[config.mk]
export PLATFORM = sky130hd
export DESIGN_NAME = z80_bus_arbiter
export DESIGN_NICKNAME = d
export VERILOG_FILES = /design/src/rtl/z80_bus_arbiter.sv
export SDC_FILE = /design/constraint.sdc
export NUM_CORES = 1
export LEC_CHECK = 0
export CORE_AREA = 2 2 69 71
export DETAILED_ROUTE_END_ITERATION = 6
export DIE_AREA = 0 0 71 73
export PLACE_DENSITY = 0.74
export SYNTH_ARGS = -nofsm -noshare
export SYNTH_HDL_FRONTEND = slang
export SYNTH_SLANG_ARGS = --single-unit
[constraint.sdc]
create_clock -name clk -period 1.45 [get_ports clk]
set_input_delay 0.435 -clock clk [delete_from_list [all_inputs] [get_ports clk]]
set_output_delay 0.435 -clock clk [all_outputs]
set_load 0.005 [all_outputs]
[src/rtl/z80_bus_arbiter.sv]
// Round-robin bus arbiter for Z80-style masters, with registered grants and combinational bus muxing.
// Define Z80_BUS_ARBITER_TIMEOUT_EN to compile in the slave wait-timeout watchdog.
package z80_bus_pkg;
  typedef struct packed {
    logic [7:0]  dmaster;
    logic [15:0] addr;
    logic        inta;
  } Z80MasterBus;

  typedef struct packed {
    logic [7:0] dslave;
    logic       mwait;
  } Z80SlaveBus;
endpackage

module z80_bus_arbiter
  import z80_bus_pkg::*;
#(
  parameter int MASTER_QTY     = 2,
  parameter int SLAVE_QTY      = 4,
  parameter int TIMEOUT_CYCLES = 16
) (
  input  logic                          clk,
  input  logic                          reset,
  input  logic [MASTER_QTY-1:0]         req,
  input  Z80MasterBus                   master_ins [MASTER_QTY],
  input  Z80SlaveBus                    slave_ins  [SLAVE_QTY],
  input  logic [$clog2(SLAVE_QTY)-1:0]  ssel,
  output Z80MasterBus                   master_out,
  output Z80SlaveBus                    slave_out,
  output logic [MASTER_QTY-1:0]         grant,
  output logic [$clog2(MASTER_QTY)-1:0] owner,
  output logic                          busy,
  output logic                          bus_err
);

  localparam int OW = $clog2(MASTER_QTY);

  if (MASTER_QTY < 2 || SLAVE_QTY < 2 || TIMEOUT_CYCLES < 2 || TIMEOUT_CYCLES > 256) begin : g_bad_params
    $error("z80_bus_arbiter: illegal parameter combination");
  end

  typedef enum logic [1:0] {IDLE, OWNED, TURN} state_t;

  state_t                state_q, state_d;
  logic [MASTER_QTY-1:0] grant_q, grant_d;
  logic [OW-1:0]         owner_q, owner_d;
  logic [OW-1:0]         last_owner_q, last_owner_d;
  logic [OW-1:0]         cand, winner;
  logic                  found;
  Z80SlaveBus            routed;

  // Round-robin search starting just after the previous owner, wrapping.
  always_comb begin
    // NOTE: every combinational output gets a default first so no path can infer a latch.
    cand   = '0;
    winner = '0;
    found  = 1'b0;
    for (int i = 1; i <= MASTER_QTY; i++) begin
      cand = OW'((int'(last_owner_q) + i) % MASTER_QTY);
      if (!found && req[cand]) begin
        found  = 1'b1;
        winner = cand;
      end
    end
  end

  always_comb begin
    state_d      = state_q;
    grant_d      = grant_q;
    owner_d      = owner_q;
    last_owner_d = last_owner_q;
    case (state_q)
      IDLE, TURN: begin
        grant_d = '0;
        if (found) begin
          state_d         = OWNED;
          grant_d[winner] = 1'b1;
          owner_d         = winner;
        end else begin
          state_d = IDLE;
        end
      end
      OWNED: begin
        if (!req[owner_q]) begin
          state_d      = TURN;
          grant_d      = '0;
          last_owner_d = owner_q;
        end
      end
      default: begin
        state_d = IDLE;
        grant_d = '0;
      end
    endcase
  end

  always_ff @(posedge clk) begin
    // NOTE: sequential state uses non-blocking assignments so all flops update from pre-edge values.
    if (reset) begin
      state_q      <= IDLE;
      grant_q      <= '0;
      owner_q      <= '0;
      last_owner_q <= OW'(MASTER_QTY - 1);
    end else begin
      state_q      <= state_d;
      grant_q      <= grant_d;
      owner_q      <= owner_d;
      last_owner_q <= last_owner_d;
    end
  end

  assign busy  = (state_q == OWNED);
  assign grant = grant_q;
  assign owner = owner_q;

  always_comb begin
    master_out = '0;
    routed     = '{dslave: 8'h00, mwait: 1'b1};
    if (busy) begin
      master_out = master_ins[owner_q];
      if (int'(ssel) < SLAVE_QTY) routed = slave_ins[ssel];
    end
  end

`ifdef Z80_BUS_ARBITER_TIMEOUT_EN
  logic [7:0] wait_cnt_q, wait_cnt_d;
  logic       timeout;

  // A stalled slave is released by faking a ready cycle with all-ones data.
  always_comb begin
    timeout    = busy && !routed.mwait && (wait_cnt_q == 8'(TIMEOUT_CYCLES - 1));
    wait_cnt_d = (busy && !routed.mwait && !timeout) ? wait_cnt_q + 8'd1 : 8'd0;
    slave_out  = routed;
    if (timeout) slave_out = '{dslave: 8'hFF, mwait: 1'b1};
  end

  always_ff @(posedge clk) begin
    if (reset) wait_cnt_q <= 8'd0;
    else       wait_cnt_q <= wait_cnt_d;
  end

  assign bus_err = timeout;
`else
  assign slave_out = routed;
  assign bus_err   = 1'b0;
`endif

endmodule

==> flow_metrics.tcl <==
set metrics [dict create \
    synth_simple_gate_area_share_pct 15.2 \
    start_util_pct 20.7 \
    hpwlAfterDp_mm 3.04 \
    postRouteAntennaNets 0 \
    violations "setup timing" \
    grt_pass1_wl_mm 6.20 \
    wl_per_cell_um 12.8 \
    synth_nets 210 \
    final_cell_mix "72 x dlygate4sd2_1, 40 x mux2i_1, 37 x buf_2, 27 x nor2_1, 12 x clkdlybuf4s50_1" \
    area_growth_pct 143 \
    start_kind "input port" \
    grt_max_degree 29 \
    syn_area_um2 938 \
    pre_cts_slack_ns -1.03 \
    worstPathRequired_ns 1.02 \
    synth_top_area_cell "mux2i_1" \
    slew_viol_final 0 \
    crit_buf_inv 2 \
    synth_xor_area_share_pct 0 \
    crit_family "multiplexers" \
    cts_hold_buffers 0 \
    drc 0 \
    status "finished, violations left" \
    ff2ff_setup_slack_ns 0.07 \
    diodes 0 \
    synth_warnings 0 \
    core.rowCount 25 \
    die-area_mm2 0.00518 \
    synth-seq-area-share_pct 12.8 \
    cp_slowest_cell "mux4_2" \
    setup_viol 34 \
    ys_ff_latch 6 \
    first_global_vias 1331 \
    syn_inst 118 \
    path_class "input port to output pin" \
    cts_max_level 1 \
    power_density_mw_per_mm2 505 \
    grt_overflow 0 \
    rsz0062_at_grt "true" \
    synth_cell_types 22 \
    fin_worst_skew_ns 0.00248 \
    drtPass1Iterations 2 \
    cts_buffer_depth 2 \
    clkTransAtPathRegs_ns 0.03 \
    cts_tree "done" \
    numPortBuffers 129 \
    num_vias 1436 \
    finalInstanceArea_mm2 0.00228 \
    fp.coreArea_mm2 0.00454 \
    dpl_cell_area_mm2 0.00228 \
    die_w_um 71 \
    netlist.area_leader.share_pct 43.7 \
    synth-adder-area-share_pct 0 \
    synth-edff-count 0 \
    drtIter0Drc 21 \
    cts_made_buffers 3 \
    p_leak_uw 0.00121 \
    synth_area_per_cell_um2 7.95 \
    synth_flop_cell "dfxtp_1" \
    die_h_um 73 \
    async_reset_ff_share_pct 0 \
    grt.total_usage_pct 14.6 \
    setup_ws_ns -0.234 \
    cp_max_fo 3 \
    final_common_cell "dlygate4sd2_1" \
    clkLatencyLatePin_ns 0.22 \
    worstHoldPathType "register to register" \
    antenna_found_initial 0 \
    setup_tns_ns -5.12 \
    nNetsFinal 353 \
    hold_violations 0 \
    cts_sinks 6 \
    cp_cell_sequence "buf_8, mux4_2, nand2b_4, buf_6" \
    endpoint_kind "output pin" \
    layout-drive-gt1-share_pct 29.7 \
    synthTopCellsByArea "mux2i_1 44%, dfxtp_1 13%, nor2_1 11%" \
    drv_cap 0 \
    cpPeakStageDelay_ns 0.48 \
    avgViaCountPerCell 4.59 \
    arrival_ns 1.25 \
    gp_congestion 0.709 \
    peakVddDrop_v 0.000362 \
    post-route-period-util_pct 116 \
    synth_compound_area_share_pct 12.0 \
    synth_top_family_by_area "multiplexers" \
    whs_ns 0.468 \
    fmax_mhz 594 \
    layout_min_cycle_time_ns 1.68 \
    wirelength_mm 4.01 \
    ios 131 \
    cts_root_buffer "clkbuf_8" \
    muxShareOfSynthArea_pct 47.3 \
]
## path summary, 6_finish.rpt
check,cells after the start,from,end
max,4,ssel[0],slave_out[0]
min,2,grant[0],grant[0]
max reg2reg,6,owner,grant[1]
min reg2reg,2,grant[0],grant[0]
## per-stage QoR
step	total power (µW)	utilization [%]	instances
after floorplan	486	-	118
after global placement	972	50.3	297
after detailed placement	978	50.3	297
after CTS	1120	47.9	307
after global routing	1230	50.3	313
final	1150	50.3	313
## sequential cells by signal, summed over array words and instances (netlist names)
register and flops:
state_q 2, grant 2, last_owner_q 1, owner 1
## logic make-up (layout without fill, tap and decap cells)
kind of cell	count (synthesis)	after routing
other	1	1
multiplexers	43	43
buffers and inverters	15	156
flip-flops	6	6
AND/OR/NAND/NOR	35	35
AO/OA/AOI/OAI	18	18
## power by group
part | internal, µW | total (µW) | switching [µW]
Sequential | 181 | 196 | 14.6
Combinational | 434 | 712 | 278
Clock | 178 | 245 | 66.8
Total | 793 | 1150 | 360
## worst reg2reg max path, cell delays in order, from the launching register on
cell and delay (ns):
dfxtp_4 0.39, buf_8 0.13, buf_4 0.10, buf_4 0.09, mux2_2 0.36, nand3_1 0.10, a21oi_1 0.07
## timing repair
action | in CTS | in global routing
buffers inserted | 5 | 6
endpoints found under the setup margin | 38 | 35
pin swaps | 20 | 2
cloned | 2 | 0
hold endpoints to repair | 0 | 0
gates resized for setup | 249 | 17
## cell usage after synthesis (2+ instances only)
master,n
nand3_1,2
dfxtp_1,6
buf_4,3
nand2_1,2
nor2_1,27
buf_6,6
o22ai_1,8
inv_1,4
mux2i_1,41
o21ai_0,2
a21oi_1,4
nand2b_1,3
## layout make-up
| class | instances | area [µm²] |
|---|---|---|
| Timing Repair Buffer | 148 | 1270 |
| Clock buffer | 3 | 41.3 |
| Tap cell | 54 | 67.6 |
| Fill cell | 481 | 2250 |
| Multi-Input combinational cell | 97 | 751 |
| Inverter | 5 | 23.8 |
| Sequential cell | 6 | 126 |
## metal layers
layer	vias up	part of all wire (%)	global-route usage, %	wire (µm)
met1	625	39	17.3	1550
li1	706	-	-	-
met2	103	48	26.0	1940
met4	0	0.42	1.89	17
met3	2	13	5.25	508
met5	-	0	0	0
(Power assumes the default switching activity.)
